===== src/rtl/fila_mestre.sv =====
// Initiator-side controller for the 8-entry byte queue: turns one-cycle push/pop
// requests into single-cycle enqueue/dequeue strobes and captures popped bytes.
module fila_mestre #(
    parameter int DEPTH = 8,
    parameter int WIDTH = 8
) (
    input  logic             clock_10KHz,
    input  logic             reset,
    input  logic             push_req,
    input  logic             pop_req,
    input  logic [WIDTH-1:0] push_data,
    input  logic [7:0]       q_len_in,
    input  logic [WIDTH-1:0] q_data_in,
    output logic             enqueue_out,
    output logic             dequeue_out,
    output logic [WIDTH-1:0] q_data_out,
    output logic             ready,
    output logic             pop_valid,
    output logic [WIDTH-1:0] pop_data,
    output logic             err_full,
    output logic             err_empty,
    output logic             err_drop
);

    typedef enum logic [2:0] {
        IDLE,
        ENQ_STROBE,
        ENQ_HOLD,
        DEQ_STROBE,
        DEQ_WAIT1,
        DEQ_WAIT2,
        DEQ_CAPTURE
    } state_t;

    localparam logic [7:0] DEPTH_L = 8'(DEPTH);

    state_t state;
    logic   q_full;
    logic   q_empty;

    // Occupancy is only meaningful in IDLE, which is the only state that reads these.
    assign q_full  = (q_len_in >= DEPTH_L);
    assign q_empty = (q_len_in == 8'd0);

    // NOTE: all state and outputs live in one clocked block and use non-blocking
    // assignments, so every output is a clean register and the update order is irrelevant.
    always_ff @(posedge clock_10KHz or negedge reset) begin
        if (!reset) begin
            state       <= IDLE;
            enqueue_out <= 1'b0;
            dequeue_out <= 1'b0;
            q_data_out  <= '0;
            ready       <= 1'b1;
            pop_valid   <= 1'b0;
            pop_data    <= '0;
            err_full    <= 1'b0;
            err_empty   <= 1'b0;
            err_drop    <= 1'b0;
        end else begin
            // NOTE: pulse outputs default low every cycle; a branch raises them for
            // exactly one cycle, which keeps the queue from re-sampling a held strobe.
            enqueue_out <= 1'b0;
            dequeue_out <= 1'b0;
            pop_valid   <= 1'b0;
            err_full    <= 1'b0;
            err_empty   <= 1'b0;
            err_drop    <= 1'b0;

            case (state)
                IDLE: begin
                    if (push_req && !q_full) begin
                        q_data_out  <= push_data;
                        enqueue_out <= 1'b1;
                        ready       <= 1'b0;
                        err_drop    <= pop_req;
                        state       <= ENQ_STROBE;
                    end else if (pop_req && !q_empty) begin
                        dequeue_out <= 1'b1;
                        ready       <= 1'b0;
                        err_full    <= push_req;
                        state       <= DEQ_STROBE;
                    end else begin
                        // Any request reaching here was refused by occupancy.
                        err_full  <= push_req;
                        err_empty <= pop_req;
                    end
                end
                ENQ_STROBE: state <= ENQ_HOLD;
                ENQ_HOLD: begin
                    ready <= 1'b1;
                    state <= IDLE;
                end
                DEQ_STROBE: state <= DEQ_WAIT1;
                DEQ_WAIT1:  state <= DEQ_WAIT2;
                DEQ_WAIT2:  state <= DEQ_CAPTURE;
                DEQ_CAPTURE: begin
                    // The queue presents the popped byte during this cycle only.
                    pop_data  <= q_data_in;
                    pop_valid <= 1'b1;
                    ready     <= 1'b1;
                    state     <= IDLE;
                end
                default: begin
                    ready <= 1'b1;
                    state <= IDLE;
                end
            endcase
        end
    end

endmodule

===== config.mk =====
export PLATFORM = sky130hd
export DESIGN_NAME = fila_mestre
export DESIGN_NICKNAME = d
export VERILOG_FILES = /design/src/rtl/fila_mestre.sv
export SDC_FILE = /design/constraint.sdc
export NUM_CORES = 1
export LEC_CHECK = 0
export CORE_MARGIN = 1.5
export CORE_UTILIZATION = 39
export CTS_CLUSTER_SIZE = 16
export DETAILED_ROUTE_END_ITERATION = 6
export PLACE_DENSITY = 0.84
export SLEW_MARGIN = 20
export SYNTH_ARGS = -nofsm -noshare
export SYNTH_HDL_FRONTEND = slang
export SYNTH_SLANG_ARGS = --single-unit

===== constraint.sdc =====
create_clock -name clock_10KHz -period 2.49 [get_ports clock_10KHz]
set_input_delay 0.6225 -clock clock_10KHz [delete_from_list [all_inputs] [get_ports clock_10KHz]]
set_output_delay 0.6225 -clock clock_10KHz [all_outputs]
set_load 0.02 [all_outputs]

==> summary.md <==
| Metric | Value |
|---|---|
| Critical register-to-register path startpoint | `state[2]` |
| Post-synthesis net count | `just under 100` |
| Width of the die | `53.9 microns` |
| Worst-margin pin slew | `around 440 ps` |
| Util after Layout | `0.659` |
| M3 GR Usage | `0.0194` |
| CTS Buf Count | `3` |
| WHS | `roughly 520 ps` |
| Worst VDD drop | `between 500 and 600 uV` |
| Relative slew slack | `0.704` |
| Hold crit path type | `reg -> reg` |
| Power, Total | `about 1.6 mW` |
| First-pass GRT wire length | `about 3100 microns` |
| Nets | `approximately 160` |
| Layout Area Growth over Synthesis | `61.2%` |
| Initial antenna violation count | `0` |
| IO buf count | `50` |
| Routed wire length per instance | `13.3 microns` |
| Synth unique cells | `22` |
| Status | `completed` |
| Ys Warns | `0` |
| Most common cell after layout, fill and taps aside | `clkdlybuf4s50_1` |
| Setup TNS | `0 ps` |
| Grt total ovfl | `0` |
| Critical Path Source Type | `primary input` |
| # Max-Cap Violations | `0` |
| Setup CP Type | `in -> reg` |
| Register area share after synthesis | `0.644` |
| Clock share of power | `0.127` |
| Met1 Use GR | `0.172` |
| Clock Skews | `~1.1 ps` |
| Fill cells | `approximately 190` |
| Hold Vio Cnt, Final | `0` |
| Ant. Diodes | `0` |
| Vias | `a little under 800` |
| Mapped Cells | `70` |
| Largest net degree at the start of global routing | `27` |
| F_max | `462 MHz` |
| Share of cells above drive strength 1 | `0.227` |
| Routability congestion estimate | `~0.8` |
| Hpwl dp | `approximately 1700 microns` |
| GRT Util Overall | `0.147` |
| CP startpoint | `q_len_in[7]` |
| Cts hold-fix bufs | `0` |
| IO Count | `a little over 50` |
| Drt pass-1 iters | `4` |
| Clock Path Buffers | `2` |
| Leak | `just over 0.7 nW` |
| Crit path arrival time | `2370 ps` |
| GR Layer Usage met2 | `0.272` |
| Final period util | `0.869` |
| Mapped cell area | `a little over 1000 sq um` |
| Most frequent cells in the layout | `clkdlybuf4s50_1 (50), dfrtp_1 (25), mux2_2 (16)` |
| Yosys reg bits | `26` |
| Slowest stage delay, CP | `between 500 and 600 ps` |
| Postcts setup bufs | `0` |
| Critical Path, Cell by Cell | `clkdlybuf4s50_1 > or4_1 > nor3_4 > buf_12 > mux2_2` |
| Via/cell ratio | `4.97` |
| Clock Sinks | `26` |
| Clk Latency, worst-skew pair | `~300 ps` |
| Die Ht | `53.9 microns` |
| Most used routing layer | `met2` |
| H-tree levels | `1` |
| Cell at the slowest stage of the critical path | `or4_1` |
| Sw power | `around 0.52 mW` |
| Die footprint | `about 2900 sq um` |
| CTS clk-pin slew, worst paths | `around 130 ps` |
| Post-route DRC | `0` |
| Core Box Area | `2480 sq um` |
| Critical Path RT | `between 2000 and 3000 ps` |
| Root Driver | `clkbuf_4` |
| Initial core utilization | `0.409` |
| CP Max Fanout | `9` |
| Switching Fraction | `0.330` |
| Vias in the first global route | `roughly 770` |
| Post-DRT Antenna Nets | `0` |
| Cell Rows | `18` |
| Post-Syn Area per Cell | `14.5 sq um` |
| Power Dens Cells | `~960 nW/um^2` |
| RSZ-0062 raised after global routing | `no` |
| Total wire length | `around 2100 microns` |
| Iter 0 DRT Violations | `6` |
| Setup crit end kind | `flop` |
| Gates resized, CTS repair | `0` |
| Hold path startpoint | `pop_data[3]` |
| Internal power | `around 1.1 mW` |
| Final min period | `2160 ps` |
| Final setup fails | `0` |
| CTS tree | `yes` |
| Fin. max-slew vios | `0` |
| Seq pwr share | `0.426` |
| Comb pwr share | `0.447` |
-- power groups by stage --
stage	clock network (mW)	registers, mW	logic, mW
global placement	0	0.674	0.693
global route	0.224	0.692	0.748
finish	0.200	0.669	0.703
CTS	0.209	0.670	0.710
detailed placement	0	0.681	0.708
floorplan	0	0.820	0.213
-- Yosys cell counts --
cell / number / area share
or4b_4: 1 / 0.014
nor2_1: 1 / 0.0037
nand3_1: 2 / 0.0099
a311oi_1: 1 / 0.0087
dfstp_2: 1 / 0.026
mux2i_1: 1 / 0.0099
buf_2: 1 / 0.0049
dfrtp_1: 25 / 0.62
o211a_1: 1 / 0.0099
nor4_1: 2 / 0.012
a211oi_1: 1 / 0.0074
nand2_1: 1 / 0.0037
a31o_2: 1 / 0.0087
nor3_4: 1 / 0.016
or4_1: 1 / 0.0074
o22ai_1: 1 / 0.0062
a31oi_1: 1 / 0.0062
inv_1: 5 / 0.019
a21oi_1: 2 / 0.0099
mux2_2: 16 / 0.18
nand2b_1: 1 / 0.0062
nor3_1: 3 / 0.015
-- layer usage --
metal	vias up	share of wire
met5	-	0
met4	0	0.011
met3	2	0.061
met2	33	0.53
met1	376	0.40
li1	374	-
-- registers in the layout, indices dropped and copies added (netlist names) --
signal	cells
pop_data	8
q_data_out	8
state	3
dequeue_out	1
enqueue_out	1
err_drop	1
err_empty	1
err_full	1
pop_valid	1
ready	1
-- worst max-delay path, delay by kind of cell --
kind          cells  cell delay (ps)
buf+inv           2              580
mux               1              330
simple gates      2              830
-- metrics by stage --
stage / cells / instance area (sq um) / setup slack (ps)
2_1_floorplan: 70 / 1010 / 429
3_3_place_gp: 154 / 1600 / 30.1
3_5_place_dp: 154 / 1600 / -8.88
4_1_cts: 158 / 1630 / 323
5_1_grt: 158 / 1630 / 280
6_report: 158 / 1630 / 325
-- logic make-up after synthesis --
logic type / share of synthesized area
AOI/OAI and AO/OA: 0.0569
buffers and inverters: 0.0235
and+or+nand+nor: 0.0878
muxes: 0.188
DFF: 0.644
-- worst paths after layout --
check	endpoint	slack (ps)	cells past startpoint
setup reg to reg	q_data_out[3]	680	4
setup / recovery	q_data_out[3]	330	5
min in group asynchronous	pop_data[0]	680	2
hold / removal	pop_data[3]	520	1
max in group asynchronous	ready	1520	2
hold reg to reg	pop_data[3]	520	1
-- layout make-up --
cell class / instances / area, sq um / area share
Clock buffer: 4 / 36.3 / 0.0222
Inverter: 5 / 18.8 / 0.0115
Multi-Input combinational cell: 38 / 337 / 0.206
Sequential cell: 26 / 652 / 0.400
Tap cell: 30 / 37.5 / 0.0230
Timing Repair Buffer: 55 / 551 / 0.337
(Power assumes the default switching activity.)
==> RTL change, RTL diff (config.mk and constraints unchanged) <==
Change the parameter `DEPTH` from 8 to 4.
--- a/src/rtl/fila_mestre.sv
+++ b/src/rtl/fila_mestre.sv
@@ -1,7 +1,7 @@
 // Initiator-side controller for the 8-entry byte queue: turns one-cycle push/pop
 // requests into single-cycle enqueue/dequeue strobes and captures popped bytes.
 module fila_mestre #(
-    parameter int DEPTH = 8,
+    parameter int DEPTH = 4,
     parameter int WIDTH = 8
 ) (
     input  logic             clock_10KHz,
Behaviour: not the same (Yosys sat finds a counterexample within 4 cycles, from zero or initial values and one cycle with reset low).
==> RTL change against the unedited design <==
  * Sequential cell count stayed put
  * Routed wire length is 6.8% higher
  * Critical path type unchanged
  * Clock power shrank 13%
  * Core utilization down 1.7 points
  * Worst setup slack worse by 0.20 ns
  * Area after synthesis grew 5.7%
  * First-iteration DRC count rose to 3.0 times the old value
  * Total power decreased by 5.4%
  * Hold slack improved by 0.0054 ns
  * Cell area rose by 0.15%
  * Die area increased by 5.4%
==> RTL change: results (changes against the unedited design) <==
[metrics] Worst Hold Launch: pop_data[2]
[metrics] proportion of synthesized chip area in sequential cells: 0.609 (-0.0346)
[metrics] detailed-placement wirelength estimate: 1780 microns (+3.2%)
[metrics] Placement Cell Area: 1610 sq um (+0.78%)
[metrics] metal3 WL: 106 microns (-17%)
[metrics] detailed-routing wirelength on met1: 914 microns (+8.3%)
[metrics] met1 layer usage reported by global route: 0.186 (+0.0139)
[metrics] cell count of the worst reg-to-reg path: 3 (-1)
[metrics] skew final: 0.00195 ns (+0.000864 ns)
[metrics] Worst slew margin: 0.626 (-0.0775)
[metrics] CP endpoint: q_data_out[7]
[metrics] crit-path max FO: 10 (+1)
[metrics] worst hold margin: 0.525 ns (+0.00536 ns)
[metrics] leakage power of the design: 0.744 nW (+2.9%)
[metrics] r2r setup slk: 0.33 ns (-0.35 ns)
[metrics] ranking of synthesized cells by instance count: sky130_fd_sc_hd__dfrtp_1, sky130_fd_sc_hd__mux2_2, sky130_fd_sc_hd__mux2_4, sky130_fd_sc_hd__nor2_1, sky130_fd_sc_hd__inv_1
[metrics] Met2 Wirelength: 1170 microns (+4.9%)
[metrics] multiplexer share of the synthesized area: 0.216 (+0.0285)
[metrics] status: complete, no violations
[metrics] share of final-layout standard cells stronger than drive strength 1: 0.203 (-0.0234)
[metrics] Comb power frac: 0.442 (-0.005)
[metrics] wire length of the first global-routing pass: 3800 microns (+22%)
[metrics] post-route total power: 1.49 mW (-5.4%)
[metrics] layout filler cell count: 209 (+12%)
[metrics] Worst Setup SP: push_req
[metrics] Synth area leaders: sky130_fd_sc_hd__dfrtp_1, sky130_fd_sc_hd__mux2_4, sky130_fd_sc_hd__mux2_2, sky130_fd_sc_hd__dfstp_2, sky130_fd_sc_hd__buf_6
[metrics] Detailed Route Iter0 Violations: 18 (+12)
[metrics] pin count of the biggest net entering global routing: 15 (-44%)
[metrics] largest vdd supply drop: 0.000792 V (+39%)
[metrics] distinct cell type count after synthesis: 25 (+14%)
[metrics] detail-routed net length per standard cell: 14.2 microns (+6.8%)
[metrics] number of global-route vias before repair: 870 (+13%)
[metrics] registers with the highest flip-flop counts: pop_data: 8 flops, q_data_out: 8 flops, state: 3 flops
[metrics] Synthesized Nets: 101 (+3.1%)
==> RTL change: stage by stage <==
step | std cells | setup slack [ns]
finish | 158 | 0.128
detailed placement | 154 | -0.197
CTS | 158 | 0.151
global route | 158 | 0.124
floorplan | 73 | 0.159
global placement | 154 | -0.154
==> RTL change: cell type report <==
| cell class | instances | area [sq um] | share of cell area |
|---|---|---|---|
| repair buffers | 53 | 523 | 0.320 |
| inverters | 3 | 11.3 | 0.00689 |
| flip-flops and latches | 26 | 652 | 0.399 |
| well taps | 30 | 37.5 | 0.0230 |
| multi-input cells | 42 | 384 | 0.235 |
| clock buffers | 4 | 26.3 | 0.0161 |
==> RTL change: worst max-delay path, stage by stage <==
cell and delay, ns:
sky130_fd_sc_hd__clkdlybuf4s50_1 0.48, sky130_fd_sc_hd__or4b_1 0.47, sky130_fd_sc_hd__or4b_4 0.66, sky130_fd_sc_hd__mux2_4 0.34
==> RTL change: kinds of logic after synthesis <==
group,after synthesis
simple gates,15
flops,26
buf+inv,5
compound gates,9
mux,18
